$ cat config.mk
export PLATFORM = sky130hd
export DESIGN_NAME = jtcps1_bank_nslots
export DESIGN_NICKNAME = d
export VERILOG_FILES = /design/src/rtl/jtcps1_bank_nslots_pkg.sv /design/src/rtl/jtcps1_bank_nslots_cache.sv /design/src/rtl/jtcps1_bank_nslots.sv
export SDC_FILE = /design/constraint.sdc
export NUM_CORES = 1
export LEC_CHECK = 0
export ABC_CLOCK_PERIOD_IN_PS = 4650
export BUFFER_PORTS_ARGS = -buffer_cell sky130_fd_sc_hd__buf_2
export CAP_MARGIN = 20
export CORE_UTILIZATION = 30
export DETAILED_ROUTE_END_ITERATION = 12
export GPL_TIMING_DRIVEN = 0
export MAX_ROUTING_LAYER = met4
export SYNTH_ARGS = -nofsm -noshare
export SYNTH_HDL_FRONTEND = slang
export SYNTH_SLANG_ARGS = --single-unit
export TNS_END_PERCENT = 1
$ cat constraint.sdc
create_clock -name clk -period 4.65 [get_ports clk]
set_clock_uncertainty 0.05 [all_clocks]
set_input_delay 0.93 -clock clk [delete_from_list [all_inputs] [get_ports clk]]
set_output_delay 0.93 -clock clk [all_outputs]
set_load 0.02 [all_outputs]
$ cat src/rtl/jtcps1_bank_nslots_pkg.sv
// Shared types and helpers for the N-slot SDRAM bank front-end.
package jtcps1_bank_nslots_pkg;

    localparam int unsigned SDRAM_AW = 22;

    typedef enum logic [1:0] {
        ST_IDLE = 2'd0,
        ST_REQ  = 2'd1,
        ST_WAIT = 2'd2
    } bank_state_e;

    typedef struct packed {
        logic                rd;
        logic                wr;
        logic [SDRAM_AW-1:0] addr;
        logic [15:0]         din;
        logic [1:0]          wrmask;
    } sdram_req_t;

    // Number of slot address bits that select a sub-word inside the 32-bit line.
    function automatic int unsigned tag_shift(input int unsigned dw);
        return (dw == 8) ? 2 : (dw == 16) ? 1 : 0;
    endfunction

    // Slot address (in DW units) to 16-bit SDRAM word address, including the slot offset.
    function automatic logic [SDRAM_AW-1:0] sdram_word(input logic [SDRAM_AW-1:0] offset,
                                                       input logic [31:0] addr,
                                                       input int unsigned dw);
        logic [31:0] scaled;
        scaled = (dw == 8) ? (addr >> 1) : (dw == 16) ? addr : (addr << 1);
        return offset + SDRAM_AW'(scaled);
    endfunction

endpackage

$ cat src/rtl/jtcps1_bank_nslots_cache.sv
// One-line 32-bit cache for a single slot: tag/valid/data, hit compare,
// sub-word selection and ok generation (read hit or completed write).
module jtcps1_bank_nslots_cache
    import jtcps1_bank_nslots_pkg::*;
#(
    parameter int unsigned         AW     = 22,
    parameter int unsigned         DW     = 16,
    parameter logic [SDRAM_AW-1:0] OFFSET = '0
) (
    input  logic                clk,
    input  logic                rst,
    input  logic                cs_i,
    input  logic                clr_i,
    input  logic                wen_i,
    input  logic [AW-1:0]       addr_i,
    input  logic                fill_i,
    input  logic [AW-1:0]       fill_addr_i,
    input  logic [31:0]         fill_data_i,
    input  logic                wr_done_i,
    input  logic                inval_i,
    input  logic [SDRAM_AW-1:0] inval_line_i,
    output logic                hit_c_o,
    output logic                wdone_c_o,
    output logic                ok_o,
    output logic [DW-1:0]       dout_o
);

    localparam int unsigned S = tag_shift(DW);

    logic                valid_q, valid_d;
    logic [AW-1:0]       tag_q, tag_d;
    logic [31:0]         data_q, data_d;
    logic                wdone_q, wdone_d;
    logic [AW-1:0]       waddr_q, waddr_d;
    logic                ok_q, ok_d;
    logic [DW-1:0]       dout_q, dout_d;
    logic [SDRAM_AW-1:0] line_word_c;
    logic                line_match_c;
    logic [1:0]          sub_c;

    // Hit detection and the SDRAM line this cache currently holds.
    always_comb begin
        hit_c_o      = cs_i && !wen_i && !clr_i && valid_q && (tag_q == (addr_i >> S));
        wdone_c_o    = wdone_q && cs_i && (addr_i == waddr_q);
        line_word_c  = sdram_word(OFFSET, 32'(tag_q << S), DW);
        line_match_c = ({line_word_c[SDRAM_AW-1:1], 1'b0} == inval_line_i);
        sub_c        = 2'(addr_i) & 2'((1 << S) - 1);
    end

    // Line update (clear beats invalidate beats fill) and registered ok/data.
    always_comb begin
        valid_d = valid_q;
        tag_d   = tag_q;
        data_d  = data_q;
        waddr_d = waddr_q;
        if (clr_i) begin
            valid_d = 1'b0;
        end else if (inval_i && valid_q && line_match_c) begin
            valid_d = 1'b0;
        end else if (fill_i) begin
            valid_d = 1'b1;
            tag_d   = fill_addr_i >> S;
            data_d  = fill_data_i;
        end
        if (wr_done_i) begin
            waddr_d = addr_i;
        end
        wdone_d = cs_i && !clr_i && (wr_done_i || (wdone_q && (addr_i == waddr_q)));
        ok_d    = hit_c_o || wdone_d;
        dout_d  = hit_c_o ? DW'(data_q >> (DW * sub_c)) : dout_q;
    end

    // Cache state registers.
    always_ff @(posedge clk) begin
        if (rst) begin
            valid_q <= 1'b0;
            tag_q   <= '0;
            data_q  <= '0;
            wdone_q <= 1'b0;
            waddr_q <= '0;
            ok_q    <= 1'b0;
            dout_q  <= '0;
        end else begin
            valid_q <= valid_d;
            tag_q   <= tag_d;
            data_q  <= data_d;
            wdone_q <= wdone_d;
            waddr_q <= waddr_d;
            ok_q    <= ok_d;
            dout_q  <= dout_d;
        end
    end

    assign ok_o   = ok_q;
    assign dout_o = dout_q;

endmodule

$ cat src/rtl/jtcps1_bank_nslots.sv
// N-slot SDRAM bank front-end: per-slot line caches, arbiter and the
// request FSM driving a single SDRAM bank port.
module jtcps1_bank_nslots
    import jtcps1_bank_nslots_pkg::*;
#(
    parameter int unsigned                SLOTS   = 2,
    parameter int unsigned                AW      = 22,
    parameter int unsigned                DW      = 16,
    parameter logic [SLOTS*SDRAM_AW-1:0]  OFFSETS = '0,
    parameter int unsigned                RR      = 1,
    parameter int unsigned                WR_EN   = 0
) (
    input  logic                  clk,
    input  logic                  rst,
    input  logic [SLOTS-1:0]      slot_cs_i,
    input  logic [SLOTS-1:0]      slot_clr_i,
    input  logic [SLOTS*AW-1:0]   slot_addr_i,
    output logic [SLOTS-1:0]      slot_ok_o,
    output logic [SLOTS*DW-1:0]   slot_dout_o,
    input  logic                  slot0_wen_i,
    input  logic [15:0]           slot0_din_i,
    input  logic [1:0]            slot0_wrmask_i,
    output logic [21:0]           sdram_addr_o,
    output logic                  sdram_rd_o,
    output logic                  sdram_wr_o,
    output logic [15:0]           sdram_din_o,
    output logic [1:0]            sdram_wrmask_o,
    input  logic                  sdram_ack_i,
    input  logic                  data_rdy_i,
    input  logic [31:0]           data_read_i
);

    localparam int unsigned GW = (SLOTS > 1) ? $clog2(SLOTS) : 1;

    bank_state_e         state_q, state_d;
    sdram_req_t          req_q, req_d;
    logic [GW-1:0]       grant_q, grant_d;
    logic [GW-1:0]       last_q, last_d;
    logic                is_wr_q, is_wr_d;
    logic                discard_q, discard_d;
    logic [AW-1:0]       req_addr_q, req_addr_d;

    logic [SLOTS-1:0]    hit_c, wdone_c, wen_c, want_c, fill_c;
    logic [31:0]         start_c;
    logic                pick_vld_c;
    logic [GW-1:0]       pick_c;
    logic                pick_wr_c;
    logic [AW-1:0]       pick_addr_c;
    logic [SDRAM_AW-1:0] pick_word_c;
    logic                clr_gnt_c;
    logic                done_c;
    logic                wr_done_c;

    // Per-slot request: writes until acknowledged as done, reads on a miss.
    always_comb begin
        wen_c    = '0;
        wen_c[0] = (WR_EN != 0) && slot0_wen_i;
        want_c   = '0;
        for (int unsigned i = 0; i < SLOTS; i++) begin
            want_c[i] = slot_cs_i[i] && (wen_c[i] ? !wdone_c[i] : !hit_c[i]);
        end
    end

    // Arbiter: search from last grant + 1 (round robin) or from slot 0.
    always_comb begin
        start_c    = (RR != 0) ? ((32'(last_q) + 32'd1) % SLOTS) : 32'd0;
        pick_vld_c = 1'b0;
        pick_c     = '0;
        for (int unsigned i = 0; i < SLOTS; i++) begin
            if (!pick_vld_c && want_c[i] && (i >= start_c)) begin
                pick_vld_c = 1'b1;
                pick_c     = GW'(i);
            end
        end
        for (int unsigned i = 0; i < SLOTS; i++) begin
            if (!pick_vld_c && want_c[i] && (i < start_c)) begin
                pick_vld_c = 1'b1;
                pick_c     = GW'(i);
            end
        end
    end

    // Address/offset of the picked slot and clear seen on the granted slot.
    always_comb begin
        pick_addr_c = '0;
        pick_word_c = '0;
        clr_gnt_c   = 1'b0;
        for (int unsigned i = 0; i < SLOTS; i++) begin
            if (pick_c == GW'(i)) begin
                pick_addr_c = slot_addr_i[i*AW +: AW];
                pick_word_c = sdram_word(OFFSETS[i*SDRAM_AW +: SDRAM_AW],
                                         32'(slot_addr_i[i*AW +: AW]), DW);
            end
            if (grant_q == GW'(i)) begin
                clr_gnt_c = slot_clr_i[i];
            end
        end
        pick_wr_c = wen_c[0] && (pick_c == '0);
    end

    // FSM next state.
    always_comb begin
        state_d = state_q;
        case (state_q)
            ST_IDLE: if (pick_vld_c) state_d = ST_REQ;
            ST_REQ:  if (sdram_ack_i) state_d = data_rdy_i ? ST_IDLE : ST_WAIT;
            ST_WAIT: if (data_rdy_i) state_d = ST_IDLE;
            default: state_d = ST_IDLE;
        endcase
    end

    // FSM outputs: request registers, grant bookkeeping and completion events.
    always_comb begin
        req_d      = req_q;
        grant_d    = grant_q;
        last_d     = last_q;
        is_wr_d    = is_wr_q;
        discard_d  = discard_q;
        req_addr_d = req_addr_q;
        done_c     = 1'b0;
        case (state_q)
            ST_IDLE: begin
                if (pick_vld_c) begin
                    grant_d    = pick_c;
                    last_d     = pick_c;
                    is_wr_d    = pick_wr_c;
                    discard_d  = 1'b0;
                    req_addr_d = pick_addr_c;
                    req_d.rd   = !pick_wr_c;
                    req_d.wr   = pick_wr_c;
                    req_d.addr = pick_wr_c ? pick_word_c : {pick_word_c[SDRAM_AW-1:1], 1'b0};
                    if (pick_wr_c) begin
                        req_d.din    = slot0_din_i;
                        req_d.wrmask = slot0_wrmask_i;
                    end
                end
            end
            ST_REQ: begin
                if (sdram_ack_i) begin
                    req_d.rd = 1'b0;
                    req_d.wr = 1'b0;
                    done_c   = data_rdy_i;
                end
                if (clr_gnt_c) discard_d = 1'b1;
            end
            ST_WAIT: begin
                done_c = data_rdy_i;
                if (clr_gnt_c) discard_d = 1'b1;
            end
            default: ;
        endcase
        fill_c = '0;
        for (int unsigned i = 0; i < SLOTS; i++) begin
            fill_c[i] = done_c && !is_wr_q && !discard_q && (grant_q == GW'(i));
        end
        wr_done_c = done_c && is_wr_q;
    end

    // State and SDRAM request registers.
    always_ff @(posedge clk) begin
        if (rst) begin
            state_q    <= ST_IDLE;
            req_q      <= '0;
            grant_q    <= '0;
            last_q     <= '0;
            is_wr_q    <= 1'b0;
            discard_q  <= 1'b0;
            req_addr_q <= '0;
        end else begin
            state_q    <= state_d;
            req_q      <= req_d;
            grant_q    <= grant_d;
            last_q     <= last_d;
            is_wr_q    <= is_wr_d;
            discard_q  <= discard_d;
            req_addr_q <= req_addr_d;
        end
    end

    assign sdram_addr_o   = req_q.addr;
    assign sdram_rd_o     = req_q.rd;
    assign sdram_wr_o     = req_q.wr;
    assign sdram_din_o    = req_q.din;
    assign sdram_wrmask_o = req_q.wrmask;

    for (genvar i = 0; i < SLOTS; i++) begin : g_slot
        jtcps1_bank_nslots_cache #(
            .AW     (AW),
            .DW     (DW),
            .OFFSET (OFFSETS[i*SDRAM_AW +: SDRAM_AW])
        ) u_cache (
            .clk          (clk),
            .rst          (rst),
            .cs_i         (slot_cs_i[i]),
            .clr_i        (slot_clr_i[i]),
            .wen_i        (wen_c[i]),
            .addr_i       (slot_addr_i[i*AW +: AW]),
            .fill_i       (fill_c[i]),
            .fill_addr_i  (req_addr_q),
            .fill_data_i  (data_read_i),
            .wr_done_i    (wr_done_c && (i == 0)),
            .inval_i      (wr_done_c),
            .inval_line_i ({req_q.addr[SDRAM_AW-1:1], 1'b0}),
            .hit_c_o      (hit_c[i]),
            .wdone_c_o    (wdone_c[i]),
            .ok_o         (slot_ok_o[i]),
            .dout_o       (slot_dout_o[i*DW +: DW])
        );
    end

endmodule
# ---- After elaboration in Yosys (flattened, before gate mapping)
# Cells that the tools add are included.
dict set report word_totals {
  regBits 193
  in_bits 103
  out_inout_bits 76
  wordCells 105
}
dict set report classes {
  n_addsub 1
  n_lt_le_gt_ge 4
  eq_ne 8
  shifts 2
  muxes 22
  bitwise 3
  reduce_logical 46
}
# cell count
set op_table {}
lappend op_table {{$shr 32x5->16} 2}
lappend op_table {{$logic_not 22->1} 2}
lappend op_table {{$eq 21x21->1} 2}
lappend op_table {{$mux 42} 1}
lappend op_table {{$logic_and 1x1->1} 22}
lappend op_table {{$mux 22} 1}
lappend op_table {{$mux 1} 11}
lappend op_table {{$mux 2} 5}
lappend op_table {{$reduce_and 3->1} 3}
lappend op_table {{$logic_not 1->1} 8}
lappend op_table {{$ne 2x2->1 const B} 3}
lappend op_table {{$pmux 2 s3} 1}
lappend op_table {{$reduce_and 2->1} 3}
lappend op_table {{$reduce_or 2->1} 3}
lappend op_table {{$pmux 1 s2} 2}
lappend op_table {{$pmux 2 s2} 1}
lappend op_table {{$reduce_bool 2->1} 2}
lappend op_table {{$not 1->1} 3}
lappend op_table {{$eq 2x1->1 const B} 1}
lappend op_table {{$eq 2x2->1 const B} 1}
lappend op_table {{$ge 1x1->1 const A} 2}
lappend op_table {{$logic_not 2->1} 1}
lappend op_table {{$logic_or 1x1->1} 2}
lappend op_table {{$lt 1x1->1 const A} 2}
lappend op_table {{2 further kinds} 2}

# ---- Depth between registers and ports, before layout
dict set report logic_depth {
  ltp_word 23
  mapped_depth 10
  ltp_nobuf 7
}

# ---- Hierarchy
# Synthesis repeated with hierarchy kept, for this count alone.
dict set report unflattened {
  hier_cells 1477
  area_unflattened_um2 12961.2
}
# module n_inst cells_per_inst area_each_um2 seq_area_each_um2
set modules_own_cells {}
lappend modules_own_cells {jtcps1_bank_nslots_cache 2 634 5552.8 1881.8}
lappend modules_own_cells {jtcps1_bank_nslots 1 209 1855.5 540.5}

# ---- Least setup slack after synthesis
# No wires, ideal clock.
dict set report synth_timing {
  path_kind {input to register}
  from {input slot_addr_i[19]}
  to {register req_addr_q[10]}
  setup_ns 0.137
  arrival_time_ns 2.705
  t_required_ns 4.463
  path_slack_ns 1.757
  stages 9
  n_path_buf 2
  path_cell_list {xnor2_1 -> nand4_1 -> or4_1 -> or2_0 -> buf_2 -> a31oi_4 -> buf_6 -> mux2i_1 -> a211oi_1}
}
dict set report synth_via {
  elab_chain_len 19
  word_cells_on_any_way 23
  cone_classes {eq/ne: 1; mux: 8; reduce/logical: 14}
}
# item line
set synth_rtl {}
lappend synth_rtl {{start: declaration} jtcps1_bank_nslots.sv:17} ;# input logic [SLOTS*AW-1:0] slot_addr_i,
lappend synth_rtl {{$eq 21x21->1 (*)} jtcps1_bank_nslots_cache.sv:43} ;# hit_c_o = cs_i && !wen_i && !clr_i && valid_q && (tag_q == (addr_i >> S));
lappend synth_rtl {{$logic_and 1x1->1 (*)} jtcps1_bank_nslots_cache.sv:43}
lappend synth_rtl {{$logic_not 1->1 (*)} jtcps1_bank_nslots.sv:60} ;# want_c[i] = slot_cs_i[i] && (wen_c[i] ? !wdone_c[i] : !hit_c[i]);
lappend synth_rtl {{$logic_and 1x1->1 (*)} jtcps1_bank_nslots.sv:60}
lappend synth_rtl {{$logic_and 1x1->1} jtcps1_bank_nslots.sv:70} ;# if (!pick_vld_c && want_c[i] && (i >= start_c)) begin
lappend synth_rtl {{$mux 1} jtcps1_bank_nslots.sv:70}
lappend synth_rtl {{$logic_not 1->1} jtcps1_bank_nslots.sv:70}
lappend synth_rtl {{$logic_and 1x1->1 (2 in a row)} jtcps1_bank_nslots.sv:70}
lappend synth_rtl {{$mux 1} jtcps1_bank_nslots.sv:70}
lappend synth_rtl {{$logic_not 1->1} jtcps1_bank_nslots.sv:76} ;# if (!pick_vld_c && want_c[i] && (i < start_c)) begin
lappend synth_rtl {{$logic_and 1x1->1 (2 in a row)} jtcps1_bank_nslots.sv:76}
lappend synth_rtl {{$mux 1} jtcps1_bank_nslots.sv:76}
lappend synth_rtl {{$logic_not 1->1} jtcps1_bank_nslots.sv:76}
lappend synth_rtl {{$logic_and 1x1->1 (2 in a row)} jtcps1_bank_nslots.sv:76}
lappend synth_rtl {{$mux 1} jtcps1_bank_nslots.sv:76}
lappend synth_rtl {{$mux 22 / $reduce_and 2->1 (equally long branches)} --}
lappend synth_rtl {{end signal: assignment} jtcps1_bank_nslots.sv:176} ;# req_addr_q <= req_addr_d;
lappend synth_rtl {{end: declaration} jtcps1_bank_nslots.sv:41} ;# logic [AW-1:0] req_addr_q, req_addr_d;
# Mark *: on every way between the ends. The rest lies on a longest branch, timed or not.
# A chain may end at the register's enable or synchronous reset.

# ---- Final worst setup path
dict set report layout_timing {
  from {input slot_addr_i[23]}
  to {register req_addr_q[21]}
}
dict set report layout_via {
  elab_chain_len 16
  word_cells_on_any_way 20
  cone_classes {eq/ne: 1; mux: 7; reduce/logical: 12}
}
# item line
set layout_rtl {}
lappend layout_rtl {{$eq 21x21->1 (*)} jtcps1_bank_nslots_cache.sv:43}
lappend layout_rtl {{$logic_and 1x1->1 (*)} jtcps1_bank_nslots_cache.sv:43}
lappend layout_rtl {{$logic_not 1->1 (*)} jtcps1_bank_nslots.sv:60}
lappend layout_rtl {{$logic_and 1x1->1 (*)} jtcps1_bank_nslots.sv:60}
lappend layout_rtl {{$logic_and 1x1->1 (2 in a row)} jtcps1_bank_nslots.sv:70}
lappend layout_rtl {{$mux 1} jtcps1_bank_nslots.sv:70}
lappend layout_rtl {{$logic_not 1->1} jtcps1_bank_nslots.sv:76}
lappend layout_rtl {{$logic_and 1x1->1 (2 in a row)} jtcps1_bank_nslots.sv:76}
lappend layout_rtl {{$mux 1} jtcps1_bank_nslots.sv:76}
lappend layout_rtl {{$logic_not 1->1} jtcps1_bank_nslots.sv:76}
lappend layout_rtl {{$logic_and 1x1->1 (2 in a row)} jtcps1_bank_nslots.sv:76}
lappend layout_rtl {{$mux 1} jtcps1_bank_nslots.sv:76}
lappend layout_rtl {{$mux 22 / $reduce_and 2->1 (equally long branches)} --}
# Marks and branches as above.

==> run_results.csv <==
group,metric,value,unit
global_route,grt_max_degree,17,
floorplan,die_x,157,um
clock_tree,clk-insertion-delay-late,0.43,ns
global_route,grt_pass1_wl,35400,um
sta,period_minus_slack,3.35,ns
clock_tree,cts_tree,"built",
route,via_per_inst,4.74,
global_route,antenna_found_initial,5,
setup_path,reg2regPathDepth,7,
clock_tree,clkSinkCount,170,
clock_tree,clk_path_buf_depth,2,
layout,layout-drive-gt1-share,18.4,%
route,antenna_left,0,
setup_path,required,4.93,ns
sta,hold_viol_final,0,
setup_path,crit_start,"slot_addr_i[23]",
synth,async_reset_ff_share,0,%
synth,syn_area_per_cell,8.25,um^2
floorplan,die-area,24800,um^2
sta,timing.final.crit_share,72.0,%
placed_design,placed_cells,1353,
setup_path,crit_path_start_kind,"input port",
layout,finalNonFillerCells,1390,
layout,nets,1159,
run_status,status,"finished, final reports clean",
floorplan,io_pins,179,
placed_design,gp_congestion,0.955,
min_path,hold_path_class,"reg -> reg",
setup_path,r2r-end,"req_addr_q[21]$_SDFFE_PP0P_",
route,vias,6594,
layout,fillers,2529,
sta,max_freq,0.299,GHz
sta,drv_slew,0,
sta,slew_headroom,26.3,%
synth,synth_top_family_by_area,"simple AND/OR/NAND/NOR gates",
route,wirelength,23200,um
floorplan,core,23500,um^2
clock_tree,h-tree-depth,4,
global_route,grt_pass1_vias,6321,
clock_tree,postCtsSetupBuffers,0,
setup_path,arrival,3.63,ns
setup_path,cp_max_fo,10,
clock_tree,hold_buffers,0,
synth,synth_top_cell_by_area,"dfxtp_1",
global_route,overflow,0,
sta,worst_pin_slew,1.10,ns
setup_path,rrSetupSlack,1.58,ns
synth,yosys.area_share.simple,19.5,%
clock_tree,numCtsBuffers,17,
route,wl_per_cell,16.7,um
sta,fin_tns_setup,0,ns
clock_tree,cts_resized,0,
power,power.leakage,3.48,nW
synth,ys_ff_latch,170,
synth,synth_xor_xnor_area_share,5.08,%
global_route,track_usage,19.7,%
synth,synth_edf_count,0,
route,drc_errors,0,
floorplan,die_y,157,um
synth,synthCells,878,
sta,setup_violations,0,
setup_path,worstReg2RegStart,"g_slot[1].u_cache.tag_q[0]$_SDFFE_PP0P_",
flow_run,max-cap-violations,0,
synth,yosysWarnings,0,
synth,synth_ff_type,"dfxtp_1",
route,dr.pass1.iters,5,
synth,synth_compound_area_share,14.2,%
synth,synthMuxAreaShare,7.63,%
synth,yosysSeqAreaShare,47.0,%
synth,synth_area_leaders,"dfxtp_1 47%, nand2_1 11%, a21oi_1 8.8%, mux2i_1 7.3%, a211oi_1 3.9%",
power,powerDensity,391,nW/um^2
synth,synth_cell_types,41,
setup_path,path_class,"in -> reg",
layout,syn2layout_area_growth,25.5,%
floorplan,rows,56,
clock_tree,path_clk_slew,0.07,ns
power,ir_drop,0.225,mV
synth,syn_area,7240,um^2
clock_tree,root_buffer,"clkbuf_16",
placed_design,portBuffers,137,
synth,synthAdderAreaFrac,0.518,%
setup_path,crit_end,"req_addr_q[21]$_SDFFE_PP0P_",
min_path,min_path_cells,2,
floorplan,initial_core_util,30.8,%
sta,rsz0062_at_grt,"false",
route,drtIter0Drc,361,
synth,synth_top_cell_area_share,47.0,%
placed_design,dp_hpwl,18000,um
setup_path,end_kind,"flip-flop",
[synthesized netlist by cell type, types with 3 or more instances]
cell	instances
a211oi_1	38
a21oi_1	127
a31oi_1	3
buf_4	22
clkbuf_1	56
dfxtp_1	170
ha_1	3
inv_1	8
mux2i_1	53
nand2_1	216
nand3_1	4
nand4_1	14
nor2_1	72
nor3_1	6
nor4_1	13
or3_1	3
or4_1	3
xnor2_1	26
xor2_1	16
[layout make-up]
class | count | area, um^2 | area share (%)
Multi-Input combinational cell | 638 | 3480 | 38.3
Inverter | 8 | 30.0 | 0.330
Clock inverter | 10 | 213 | 2.34
Tap cell | 319 | 399 | 4.39
Antenna cell | 5 | 12.5 | 0.138
Timing Repair Buffer | 137 | 686 | 7.54
Buffer | 81 | 403 | 4.43
Sequential cell | 170 | 3400 | 37.4
Clock buffer | 22 | 464 | 5.11
[registers in the layout (all words and copies together), names as in the netlist, 2 cells and up]
name	cells
g_slot.u_cache.data_q	64
g_slot.u_cache.tag_q	42
g_slot.u_cache.dout_o	32
req_addr_q	21
g_slot.u_cache.ok_o	2
g_slot.u_cache.valid_q	2
g_slot.u_cache.wdone_q	2
state_q	2
[worst min-delay path by stage]
stage | startpoint | slack [ns] | endpoint
floorplan | g_slot[0].u_cache.data_q[23]$_SDFFE_PP0P_ | 0.38 | g_slot[0].u_cache.data_q[23]$_SDFFE_PP0P_
global placement | g_slot[0].u_cache.dout_o[7]$_SDFFE_PP0P_ | 0.39 | g_slot[0].u_cache.dout_o[7]$_SDFFE_PP0P_
detailed placement | g_slot[1].u_cache.data_q[5]$_SDFFE_PP0P_ | 0.40 | g_slot[1].u_cache.data_q[5]$_SDFFE_PP0P_
CTS | g_slot[0].u_cache.data_q[13]$_SDFFE_PP0P_ | 0.41 | g_slot[0].u_cache.data_q[13]$_SDFFE_PP0P_
global route | g_slot[1].u_cache.data_q[9]$_SDFFE_PP0P_ | 0.42 | g_slot[1].u_cache.data_q[9]$_SDFFE_PP0P_
finish | g_slot[1].u_cache.data_q[8]$_SDFFE_PP0P_ | 0.40 | g_slot[1].u_cache.data_q[8]$_SDFFE_PP0P_
[layout by cell type (no fill, tap or decap), drive strengths merged, types with 2 or more instances in the layout]
master / Yosys / layout
xor2: 16 / 16
ha: 3 / 3
nor3: 6 / 6
nand3: 4 / 4
nand2: 216 / 216
or3: 3 / 3
clkbuf: 56 / 78
o31ai: 2 / 2
o21ai: 2 / 2
clkinvlp: 0 / 2
diode: 0 / 5
a21oi: 127 / 127
or4: 3 / 3
nor4b: 2 / 2
dfxtp: 170 / 170
a211oi: 38 / 38
nor2: 72 / 72
xnor2: 26 / 26
nand4: 14 / 14
bufinv: 0 / 6
mux2i: 53 / 53
buf: 25 / 162
a31oi: 4 / 4
inv: 8 / 9
conb: 1 / 20
mux2: 2 / 2
nor4: 13 / 13
[where the power goes]
| group | internal (mW) | total (mW) | switching, mW |
|---|---|---|---|
| logic | 0.135 | 0.385 | 0.251 |
| registers | 1.49 | 1.53 | 0.0374 |
| clock network | 1.04 | 1.64 | 0.596 |
| total | 2.67 | 3.55 | 0.884 |
[metal layers]
layer	track usage, %	share of wire [%]	wire, um	up-vias
li1	-	-	-	3279
met4	10.1	3.6	843	0
met2	30.0	45	10500	193
met3	4.41	6.3	1460	52
met1	24.3	45	10400	3070
met5	-	0	0	-
[cells by family after synthesis]
| family | Yosys count |
|---|---|
| other cells | 1 |
| flops | 170 |
| mux | 55 |
| compound gates | 178 |
| fa+ha+maj | 3 |
| buf+inv | 89 |
| simple gates | 340 |
| xor+xnor | 42 |
[critical path: stages]
cell      delay [ns]
buf_2           0.13
xor2_1          0.18
nor4_1          0.47
nand4_1         0.25
o31ai_2         0.58
a21oi_1         0.39
clkbuf_1        0.38
a211oi_1        0.31
[per-stage QoR]
step                util, %  area, um^2  hold WS (ns)  worst slack [ns]  total power [mW]
floorplan                 -        7320         0.383              1.76              1.78
finish                 38.6        9090         0.405              1.30              3.55
detailed placement     35.7        8400         0.397             0.912              1.94
CTS                    38.6        9080         0.405              1.34              3.56
global placement       35.7        8400         0.389             0.986              1.94
global route           38.6        9090         0.419              1.09              3.66
(Power assumes the default switching activity.)
